$ cat src/rtl/dsa_mem_arbiter.sv
// Image-memory arbiter: host (ext), pixel-fetch reads (rd) and write-back (wr) share one registered port.
// Optional build macro DSA_ARB_PERF_EN adds saturating stall/grant performance counters.
module dsa_mem_arbiter #(
  parameter int unsigned ADDR_WIDTH   = 18,
  parameter int unsigned DATA_WIDTH   = 8,
  parameter int unsigned MEM_LAT      = 1,
  parameter int unsigned STARVE_LIMIT = 4
) (
  input  logic                  clk,
  input  logic                  rst,
  input  logic                  ext_req,
  input  logic                  ext_we,
  input  logic [ADDR_WIDTH-1:0] ext_addr,
  input  logic [DATA_WIDTH-1:0] ext_wdata,
  output logic                  ext_gnt,
  output logic                  ext_rvalid,
  input  logic                  rd_req,
  input  logic [ADDR_WIDTH-1:0] rd_addr,
  output logic                  rd_gnt,
  output logic                  rd_rvalid,
  input  logic                  wr_req,
  input  logic [ADDR_WIDTH-1:0] wr_addr,
  input  logic [DATA_WIDTH-1:0] wr_wdata,
  output logic                  wr_gnt,
  output logic [DATA_WIDTH-1:0] rdata,
  output logic                  mem_read_en,
  output logic                  mem_write_en,
  output logic [ADDR_WIDTH-1:0] mem_addr,
  output logic [DATA_WIDTH-1:0] mem_wdata,
  input  logic [DATA_WIDTH-1:0] mem_rdata,
  output logic                  busy
`ifdef DSA_ARB_PERF_EN
  ,
  output logic [31:0]           perf_rd_stall,
  output logic [31:0]           perf_wr_stall,
  output logic [31:0]           perf_ext_grants
`endif
);

  localparam int unsigned WAIT_W = 8;

  logic [WAIT_W-1:0]  wait_cnt;
  logic               rd_aged_c;
  logic               issue_rd_c;
  logic               issue_ext_c;
  logic [MEM_LAT-1:0] pipe_vld;
  logic [MEM_LAT-1:0] pipe_ext;

  assign rd_aged_c   = (wait_cnt >= WAIT_W'(STARVE_LIMIT));
  assign issue_ext_c = ext_gnt && !ext_we;
  assign issue_rd_c  = issue_ext_c || rd_gnt;
  assign rdata       = mem_rdata;
  assign busy        = ext_req || rd_req || wr_req || (|pipe_vld) || mem_read_en || mem_write_en;

  // Fixed priority with an aged rd able to jump ahead of wr, never ahead of ext.
  always_comb begin
    ext_gnt = 1'b0;
    rd_gnt  = 1'b0;
    wr_gnt  = 1'b0;
    if (ext_req)                 ext_gnt = 1'b1;
    else if (rd_req && rd_aged_c) rd_gnt = 1'b1;
    else if (wr_req)             wr_gnt  = 1'b1;
    else if (rd_req)             rd_gnt  = 1'b1;
  end

  // Registered memory command; address/data hold when nothing is granted.
  always_ff @(posedge clk or posedge rst) begin
    if (rst) begin
      mem_read_en  <= 1'b0;
      mem_write_en <= 1'b0;
      mem_addr     <= '0;
      mem_wdata    <= '0;
    end else begin
      mem_read_en  <= issue_rd_c;
      mem_write_en <= (ext_gnt && ext_we) || wr_gnt;
      if (ext_gnt) begin
        mem_addr  <= ext_addr;
        mem_wdata <= ext_wdata;
      end else if (wr_gnt) begin
        mem_addr  <= wr_addr;
        mem_wdata <= wr_wdata;
      end else if (rd_gnt) begin
        mem_addr  <= rd_addr;
      end
    end
  end

  // Aging counter for the fetch requester.
  always_ff @(posedge clk or posedge rst) begin
    if (rst) begin
      wait_cnt <= '0;
    end else if (rd_req && !rd_gnt) begin
      if (wait_cnt != '1) wait_cnt <= wait_cnt + WAIT_W'(1);
    end else begin
      wait_cnt <= '0;
    end
  end

  // In-flight read tracker; the final flop aligns rvalid with mem_rdata.
  always_ff @(posedge clk or posedge rst) begin
    if (rst) begin
      pipe_vld   <= '0;
      pipe_ext   <= '0;
      ext_rvalid <= 1'b0;
      rd_rvalid  <= 1'b0;
    end else begin
      pipe_vld[0] <= issue_rd_c;
      pipe_ext[0] <= issue_ext_c;
      for (int i = 1; i < int'(MEM_LAT); i++) begin
        pipe_vld[i] <= pipe_vld[i-1];
        pipe_ext[i] <= pipe_ext[i-1];
      end
      ext_rvalid <= pipe_vld[MEM_LAT-1] && pipe_ext[MEM_LAT-1];
      rd_rvalid  <= pipe_vld[MEM_LAT-1] && !pipe_ext[MEM_LAT-1];
    end
  end

`ifdef DSA_ARB_PERF_EN
  always_ff @(posedge clk or posedge rst) begin
    if (rst) begin
      perf_rd_stall   <= '0;
      perf_wr_stall   <= '0;
      perf_ext_grants <= '0;
    end else begin
      if (rd_req && !rd_gnt && perf_rd_stall != '1)  perf_rd_stall   <= perf_rd_stall + 32'd1;
      if (wr_req && !wr_gnt && perf_wr_stall != '1)  perf_wr_stall   <= perf_wr_stall + 32'd1;
      if (ext_gnt && perf_ext_grants != '1)          perf_ext_grants <= perf_ext_grants + 32'd1;
    end
  end
`endif

endmodule

$ cat config.mk
export PLATFORM = sky130hd
export DESIGN_NAME = dsa_mem_arbiter
export DESIGN_NICKNAME = d
export VERILOG_FILES = /design/src/rtl/dsa_mem_arbiter.sv
export SDC_FILE = /design/constraint.sdc
export NUM_CORES = 1
export LEC_CHECK = 0
export CAP_MARGIN = 0
export CORE_MARGIN = 2
export CORE_UTILIZATION = 37
export CTS_CLUSTER_SIZE = 12
export DETAILED_ROUTE_END_ITERATION = 12
export PLACE_DENSITY_LB_ADDON = 0.05
export SLEW_MARGIN = 5
export SYNTH_ARGS = -nofsm -noshare
export SYNTH_HDL_FRONTEND = slang
export SYNTH_SLANG_ARGS = --single-unit
$ cat constraint.sdc
create_clock -name clk -period 2.13 [get_ports clk]
set_input_delay 0.213 -clock clk [delete_from_list [all_inputs] [get_ports clk]]
set_output_delay 0.213 -clock clk [all_outputs]
set_load 0.02 [all_outputs]
==> impl_metrics.json, run 1 <==
{
  "clockPowerShare_pct": 26.2,
  "syn_nets": 296,
  "post-route-min-period_ns": 1.90,
  "grt_max_degree": 40,
  "dr.pass1.iters": 4,
  "syn_area_mm2": 0.00204,
  "ioPinCount": 126,
  "synth_edf_count": 0,
  "async_flop_share_pct": 100,
  "maxCapViolCount": 0,
  "wl_mm": 5.58,
  "placed_cell_area_mm2": 0.00321,
  "hold_viol": 0,
  "power_density_mw_per_mm2": 576,
  "slew_headroom_pct": 66.2,
  "cp_slowest_stage_delay_ns": 0.43,
  "path_clk_slew_ns": 0.07,
  "worstPathCellList": "clkdlybuf4s50_1 -> or3_1 -> or3_1 -> dlygate4sd2_1",
  "grt_util_all_layers_pct": 18.7,
  "start_util_pct": 37.7,
  "nNetsFinal": 407,
  "clock_path_buffers": 2,
  "cts.sinks": 39,
  "crit_arrival_ns": 1.68,
  "dp_cells": 386,
  "yosysUniqueCellTypes": 32,
  "worst_pin_slew_ns": 0.506,
  "post-synth-top-area-fraction_pct": 47.9,
  "clock_latency_ns": 0.28,
  "coreArea_mm2": 0.00541,
  "stdcell_area_mm2": 0.00330,
  "seq_area_frac_synth_pct": 47.9,
  "route.detailed.drc": 0,
  "antenna_found_initial": 0,
  "holdCritPathClass": "in -> async",
  "fin_total_pwr_mw": 1.90,
  "rsz0062_at_grt": "no",
  "wl_per_cell_um": 14.2,
  "cts_buffers": 5,
  "grt_pass1_vias": 1814,
  "synth_seq_cells": 39,
  "hpwl_mm": 4.16,
  "synth_largest_area_cell": "dfrtp_1",
  "cts_setup_buffers": 0,
  "hold-worst-slack_ns": 0.348,
  "layout_commonest_cell": "clkdlybuf4s50_1",
  "die_w_um": 78.2,
  "die_area_mm2": 0.00611,
  "vias": 1913,
  "final_cell_mix": "clkdlybuf4s50_1, dfrtp_1, nor2_1",
  "yosys_warnings": 0,
  "final_util_pct": 61.0,
  "r2r-start": "wait_cnt[6]$_DFFE_PP0P_",
  "ys.flop_type": "dfrtp_1",
  "htree_num_levels": 2,
  "ys_top_cells_by_area": "dfrtp_1, mux2i_1, a221oi_1",
  "worstPathRequired_ns": 1.92,
  "reg2reg_slack_ns": 0.45,
  "switching_share_pct": 27.5,
  "p_sw_mw": 0.523,
  "regToRegEndpoint": "mem_addr[2]$_DFFE_PP0P_",
  "cp-end-kind": "output pin",
  "netlist_instances": 210,
  "viasPerCell": 4.87,
  "instances_no_fill": 393,
  "cts_root_buf": "clkbuf_8",
  "crit_slowest_cell": "or3_1",
  "crit_top_cell": "or3_1",
  "power_frac_seq_pct": 44.3,
  "leakage_nw": 1.38,
  "post-route-period-util_pct": 89.0,
  "drive_gt1_share_pct": 9.35,
  "grt_pass1_wl_mm": 9.13,
  "setup_viol": 0,
  "top_usage_layer": "met2",
  "numPortBuffers": 109,
  "postLayoutSetupSlackWorst_ns": 0.235,
  "fin_worst_skew_ns": 0.00397,
  "worst_r2r_path_depth": 6,
  "p_int_mw": 1.38,
  "cts_tree": "done",
  "drtIter0Drc": 57,
  "clock.fmax_mhz": 528,
  "ir_worst_vdd_uv": 273,
  "cp-start-kind": "primary input",
  "tns_ns": 0,
  "status": "completed",
  "holdBufCountCts": 0,
  "grt_overflow": 0,
  "pre_cts_ws_ns": -0.00115,
  "gp_congestion": 0.764,
  "power_frac_comb_pct": 29.6,
  "die_h_um": 78.2,
  "n_antenna_cell": 0,
  "gr-usage-met3_pct": 6.67,
  "slew_violations": 0,
  "syn_area_per_cell_um2": 9.70,
  "placementRows": 27,
  "path_class": "in -> out",
  "use_met2_pct": 28.9,
  "crit_fanout": 2,
  "antenna_left": 0,
  "area_delta_synth_final_pct": 61.9,
  "met1_usage_pct": 24.6
}
-- area by class of cell --
type                            instances  area, µm²
Clock buffer                            6       82.6
Clock inverter                          1       5.00
Fill cell                             492       2110
Inverter                                4       15.0
Multi-Input combinational cell        147        897
Sequential cell                        39        976
Tap cell                               72       90.1
Timing Repair Buffer                  124       1230
-- flip-flops by register name (all words and copies together) (netlist names) --
signal,cells
pipe_ext,1
wait_cnt,8
ext_rvalid,1
rd_rvalid,1
pipe_vld,1
mem_addr,18
mem_wdata,8
mem_write_en,1
-- what timing repair did --
item | CTS | global route
setup endpoints to repair | 1 | 2
hold endpoints to repair | 0 | 0
gates resized for setup | 1 | 2
-- worst max-delay path by stage --
stage                            startpoint            endpoint  slack (ns)  depth (start not counted)
finish                               rd_req                busy        0.23                          4
global route                         rd_req                busy        0.15                          4
CTS                 wait_cnt[7]$_DFFE_PP0P_              wr_gnt        0.01                          3
detailed placement                   rd_req                busy      -0.001                          4
global placement                     rd_req                busy      -0.006                          4
floorplan           wait_cnt[6]$_DFFE_PP0P_  pipe_vld$_DFF_PP0_        0.57                          4
-- power by group through the flow --
stage	logic, mW	registers, mW	clock network (mW)
final	0.562	0.842	0.497
after global placement	0.567	0.854	0
after global routing	0.607	0.852	0.555
after detailed placement	0.569	0.857	0
after floorplan	0.182	0.935	0
after CTS	0.571	0.842	0.520
-- Yosys cell counts (3+ instances only) --
cell      number
mux2i_1       13
inv_1          4
o21ai_0       12
dfrtp_1       39
buf_6          4
nand2_1       27
nor2_1        30
nor3_1         5
a21oi_1       17
a22oi_1        3
buf_2          5
a221oi_1      13
buf_4         10
nand3_1        3
-- kinds of logic after synthesis --
group                    synth area share (%)
AO/OA/AOI/OAI                            17.1
XOR/XNOR                                 1.29
adder cells (fa/ha/maj)                  1.23
buffers and inverters                    8.05
flip-flops                               47.9
multiplexers                             6.39
AND/OR/NAND/NOR                          18.0
-- worst max-delay path, delay by kind of cell --
family | cells | cell delay, ns
buffers and inverters | 2 | 0.73
and+or+nand+nor | 2 | 0.74
-- routing by layer --
| metal | vias up | wire length (µm) | part of all wire, % |
|---|---|---|---|
| met5 | - | 0 | 0 |
| li1 | 951 | - | - |
| met2 | 81 | 2420 | 43 |
| met4 | 0 | 117 | 2.1 |
| met1 | 870 | 2480 | 45 |
| met3 | 11 | 557 | 10 |
Note: power is estimated with default switching activity, not from simulation.
==> run 2, diff against run 1 <==
==> constraint.sdc (replaced) <==
create_clock -name clk -period 1.85 [get_ports clk]
set_input_delay 0.185 -clock clk [delete_from_list [all_inputs] [get_ports clk]]
set_output_delay 0.185 -clock clk [all_outputs]
set_load 0.02 [all_outputs]
==> impl_metrics.json, run 2 (synthesis results as in run 1) <==
{
  "status": "completed",
  "die_area_mm2": 0.00611,
  "maxCapViolCount": 0,
  "hpwl_mm": 4.42,
  "gp_congestion": 0.780,
  "nNetsFinal": 414,
  "clock_path_buffers": 2,
  "antenna_left": 0,
  "slew_violations": 0,
  "startpoint": "wr_req",
  "largest_register_ffs": 18,
  "start_util_pct": 37.7,
  "grt_pass1_wl_mm": 9.43,
  "hold_viol": 0,
  "worstSetupPathDepth": 5,
  "clock.fmax_mhz": 567,
  "drtIter0Drc": 76,
  "ir_worst_vdd_uv": 406,
  "cts_root_buf": "clkbuf_8",
  "viasPerCell": 4.88,
  "holdCritPathClass": "in -> async",
  "slew_headroom_pct": 44.7,
  "cp_slowest_stage_delay_ns": 0.48,
  "cpLargestDelayFamily": "buffers and inverters",
  "cp-end-kind": "output pin",
  "fill_cells": 471,
  "cts_buffers": 5,
  "wl_mm": 5.89,
  "tns_ns": 0,
  "leakage_nw": 1.40,
  "final_cell_mix": "clkdlybuf4s50_1, dfrtp_1, nor2_1",
  "final_util_pct": 62.2,
  "post-route-min-period_ns": 1.77,
  "fin_worst_skew_ns": 0.00359,
  "numPortBuffers": 109,
  "cp-start-kind": "primary input",
  "grt_overflow": 0,
  "path_clk_slew_ns": 0.07,
  "n_antenna_cell": 0,
  "worst_r2r_path_depth": 7,
  "crit_fanout": 3,
  "postLayoutSetupSlackWorst_ns": 0.0848,
  "clock_latency_ns": 0.29,
  "power_density_mw_per_mm2": 647,
  "coreArea_mm2": 0.00541,
  "grt_util_all_layers_pct": 19.8,
  "rsz0062_at_grt": "no",
  "dr.pass1.iters": 4,
  "crit_arrival_ns": 1.58,
  "path_buf_inv": 3,
  "post-route-period-util_pct": 95.4,
  "cts_tree": "done",
  "area_delta_synth_final_pct": 65.0,
  "ioPinCount": 126,
  "placementRows": 27,
  "dp_cells": 391,
  "die_h_um": 78.2,
  "cts.sinks": 39,
  "instances_no_fill": 399,
  "drive_gt1_share_pct": 13.5,
  "grt_pass1_vias": 1896,
  "vias": 1949,
  "pre_cts_ws_ns": -0.295,
  "grt_max_degree": 40,
  "largest_register": "mem_addr",
  "r2r-start": "wait_cnt[4]$_DFFE_PP0P_",
  "worstPathCellList": "clkdlybuf4s50_1 -> buf_4 -> nor4b_4 -> a22o_2 -> clkdlybuf4s15_1",
  "worst_pin_slew_ns": 0.827,
  "setup_viol": 0,
  "path_class": "in -> out",
  "reg.largest.list": "mem_addr x18, mem_wdata x8, wait_cnt x8",
  "crit_slowest_cell": "clkdlybuf4s50_1",
  "wl_per_cell_um": 14.8,
  "htree_num_levels": 2,
  "layout_commonest_cell": "clkdlybuf4s50_1",
  "antenna_found_initial": 0,
  "die_w_um": 78.2,
  "worstPathRequired_ns": 1.66,
  "route.detailed.drc": 0
}
-- run 2: worst min-delay path, stage by stage --
cell and delay [ns]:
clkdlybuf4s50_1 0.39, inv_1 0.05, buf_4 0.43
-- run 2: path summary, 6_finish.rpt --
| kind | slack [ns] | endpoint |
|---|---|---|
| worst max-delay path | 0.08 | wr_gnt |
| worst min-delay path | 0.31 | mem_wdata[7]$_DFFE_PP0P_ |
| worst max register to register | 0.11 | mem_addr[12]$_DFFE_PP0P_ |
| worst min register to register | 0.42 | rd_rvalid$_DFF_PP0_ |
| max in group asynchronous | 1.18 | mem_addr[10]$_DFFE_PP0P_ |
| min in group clk | 0.37 | rdata[7] |
-- run 2: cell type report --
class | count | area (µm²) | share of cell area [%]
clock buffers | 6 | 72.6 | 2.16
inverters | 4 | 15.0 | 0.447
multi-input cells | 147 | 946 | 28.1
flip-flops and latches | 39 | 976 | 29.0
well taps | 72 | 90.1 | 2.68
repair buffers | 131 | 1260 | 37.5
-- run 2: per-stage QoR --
| step | area, µm² | hold slack (ns) | power (mW) |
|---|---|---|---|
| after floorplan | 2040 | 0.263 | 1.29 |
| after CTS | 3320 | 0.331 | 2.18 |
| after global routing | 3360 | 0.370 | 2.28 |
| after detailed placement | 3230 | 0.370 | 1.65 |
| final | 3360 | 0.308 | 2.18 |
| after global placement | 3230 | 0.370 | 1.64 |
-- run 2: what timing repair did --
| item | 4_1_cts | 5_1_grt |
|---|---|---|
| hold buffers | 0 | 0 |
| resized for setup | 6 | 11 |
| setup endpoints to repair | 3 | 20 |
| pin swaps | 1 | 0 |
| endpoints found under the hold margin | 0 | 0 |
| setup buffers | 2 | 0 |
-- run 2: power breakdown --
| part | internal, mW | switching, mW |
|---|---|---|
| clock | 0.251 | 0.289 |
| combinational | 0.371 | 0.293 |
| sequential | 0.929 | 0.0410 |
-- run 2: routing by layer --
layer	vias to the layer above	share of wire, %	GRT usage (%)
li1	962	-	-
met1	899	44	25.1
met2	80	46	31.8
met3	8	8.1	6.32
met4	0	1.7	7.02
met5	-	0	0
==> run 3, diff against run 2 <==
--- a/config.mk
+++ b/config.mk
@@ -6,7 +6,6 @@
 export NUM_CORES = 1
 export LEC_CHECK = 0
 export CAP_MARGIN = 0
-export CORE_MARGIN = 2
 export CORE_UTILIZATION = 37
 export CTS_CLUSTER_SIZE = 12
 export DETAILED_ROUTE_END_ITERATION = 12
==> impl_metrics.json, run 3 (synthesis results as in run 1) <==
{
  "reg.largest.list": "mem_addr x18, mem_wdata x8, wait_cnt x8",
  "cp-start-kind": "primary input",
  "maxCapViolCount": 0,
  "antenna_left": 0,
  "switching_share_pct": 26.9,
  "placementRows": 26,
  "wl_per_cell_um": 14.4,
  "power_density_mw_per_mm2": 692,
  "numPortBuffers": 109,
  "largest_register_ffs": 18,
  "vias": 1954,
  "setup_viol": 0,
  "crit_arrival_ns": 1.62,
  "p_int_mw": 1.69,
  "slew_headroom_pct": 47.0,
  "stdcell_area_mm2": 0.00334,
  "die_area_mm2": 0.00581,
  "die_w_um": 76.2,
  "status": "completed",
  "cts_tree": "done",
  "instances_no_fill": 395,
  "post-route-period-util_pct": 97.5,
  "fin_worst_skew_ns": 0.00555,
  "worstPathCellList": "clkdlybuf4s50_1 -> or3_4 -> or3_1 -> clkdlybuf4s15_1",
  "start_util_pct": 39.1,
  "cts_setup_buffers": 0,
  "hold-worst-slack_ns": 0.312,
  "crit_slowest_cell": "clkdlybuf4s50_1",
  "rsz0062_at_grt": "no",
  "post-route-min-period_ns": 1.80,
  "dp_cells": 388,
  "clock_latency_ns": 0.29,
  "pre_cts_ws_ns": -0.362,
  "ir_worst_vdd_uv": 336,
  "seqCellArea_um2": 977,
  "grt_max_degree": 40,
  "cts_buffers": 5,
  "wl_mm": 5.70,
  "multi_input_area_um2": 915,
  "die_h_um": 76.2,
  "slew_violations": 0,
  "clockPowerShare_pct": 29.7,
  "clock.fmax_mhz": 554,
  "grt_pass1_wl_mm": 9.18,
  "drive_gt1_share_pct": 11.7,
  "worst_pin_slew_ns": 0.793,
  "drtIter0Drc": 79,
  "hold_viol": 0,
  "grt_overflow": 0,
  "final_cell_mix": "clkdlybuf4s50_1, dfrtp_1, nor2_1",
  "power_frac_comb_pct": 28.2,
  "crit_fanout": 2,
  "fill_cells": 455,
  "leakage_nw": 1.39,
  "postLayoutSetupSlackWorst_ns": 0.0455,
  "dr.pass1.iters": 4,
  "nNetsFinal": 411,
  "final_util_pct": 64.1,
  "viasPerCell": 4.95,
  "area_delta_synth_final_pct": 63.8,
  "cts_root_buf": "clkbuf_8",
  "clock_path_buffers": 2,
  "holdCritPathClass": "in -> async",
  "route.detailed.drc": 0,
  "layout_commonest_cell": "clkdlybuf4s50_1",
  "placed_cell_area_mm2": 0.00322,
  "path_clk_slew_ns": 0.07,
  "antenna_found_initial": 0,
  "n_antenna_cell": 0,
  "ioPinCount": 126,
  "grt_pass1_vias": 1830,
  "hpwl_mm": 4.25,
  "path_class": "in -> out",
  "cts.sinks": 39,
  "grt_util_all_layers_pct": 20.3,
  "path_buf_inv": 2,
  "cp_slowest_stage_delay_ns": 0.43,
  "htree_num_levels": 2,
  "coreArea_mm2": 0.00520,
  "gp_congestion": 0.799,
  "largest_register": "mem_addr",
  "worstPathRequired_ns": 1.66,
  "power_frac_seq_pct": 42.1,
  "cp-end-kind": "output pin",
  "cpLargestDelayFamily": "buffers and inverters",
  "p_sw_mw": 0.621
}
==> run 3: cell types whose count changed in the layout (fill, tap and decap cells not counted), sizes merged <==
cell,before,now
clkbuf,8,7
bufinv,0,1
buf,22,20
==> run 3: power by group through the flow <==
stage	combinational [mW]	clock, mW	sequential (mW)
after CTS	0.658	0.703	0.972
after floorplan	0.210	0	1.08
final	0.652	0.686	0.972
after global routing	0.698	0.733	0.982
after detailed placement	0.656	0	0.988
after global placement	0.650	0	0.986
==> run 3: final cells by class <==
type | instances | share of cell area, %
repair buffers | 128 | 37.1
flip-flops and latches | 39 | 29.3
multi-input cells | 147 | 27.4
well taps | 70 | 2.63
clock buffers | 6 | 2.18
clock inverters | 1 | 0.900
inverters | 4 | 0.450
==> run 3: worst min-delay path: cells and delay by family <==
kind / cells / cell delay (ns)
buffers and inverters: 3 / 0.86
==> run 3: routing by layer <==
layer	part of all wire [%]	global-route usage (%)	up-vias
met4	1.5	6.92	0
met1	45	27.1	907
met2	45	31.5	79
li1	-	-	957
met3	7.7	5.87	11
met5	0	0	-
==> run 3: final timing paths <==
path,slack (ns),end,cells past startpoint,startpoint
max,0.05,busy,4,rd_req
min,0.31,mem_wdata[5]$_DFFE_PP0P_,3,rst
max reg2reg,0.17,mem_addr[1]$_DFFE_PP0P_,6,wait_cnt[4]$_DFFE_PP0P_
min reg2reg,0.41,rd_rvalid$_DFF_PP0_,1,pipe_ext$_DFF_PP0_
max in group asynchronous,1.16,wait_cnt[5]$_DFFE_PP0P_,3,rst
min in group clk,0.37,rdata[1],0,mem_rdata[1]
==> run 3: repair_timing <==
action	4_1_cts	5_1_grt
hold buffers	0	0
setup endpoints to repair	18	5
pin swaps	1	0
resized for setup	9	5
==> run 3: metrics by stage <==
step                power [mW]  TNS (ns)
finish                    2.31         0
global placement          1.64     -4.69
detailed placement        1.64     -6.35
CTS                       2.33         0
global route              2.41         0
floorplan                 1.29         0
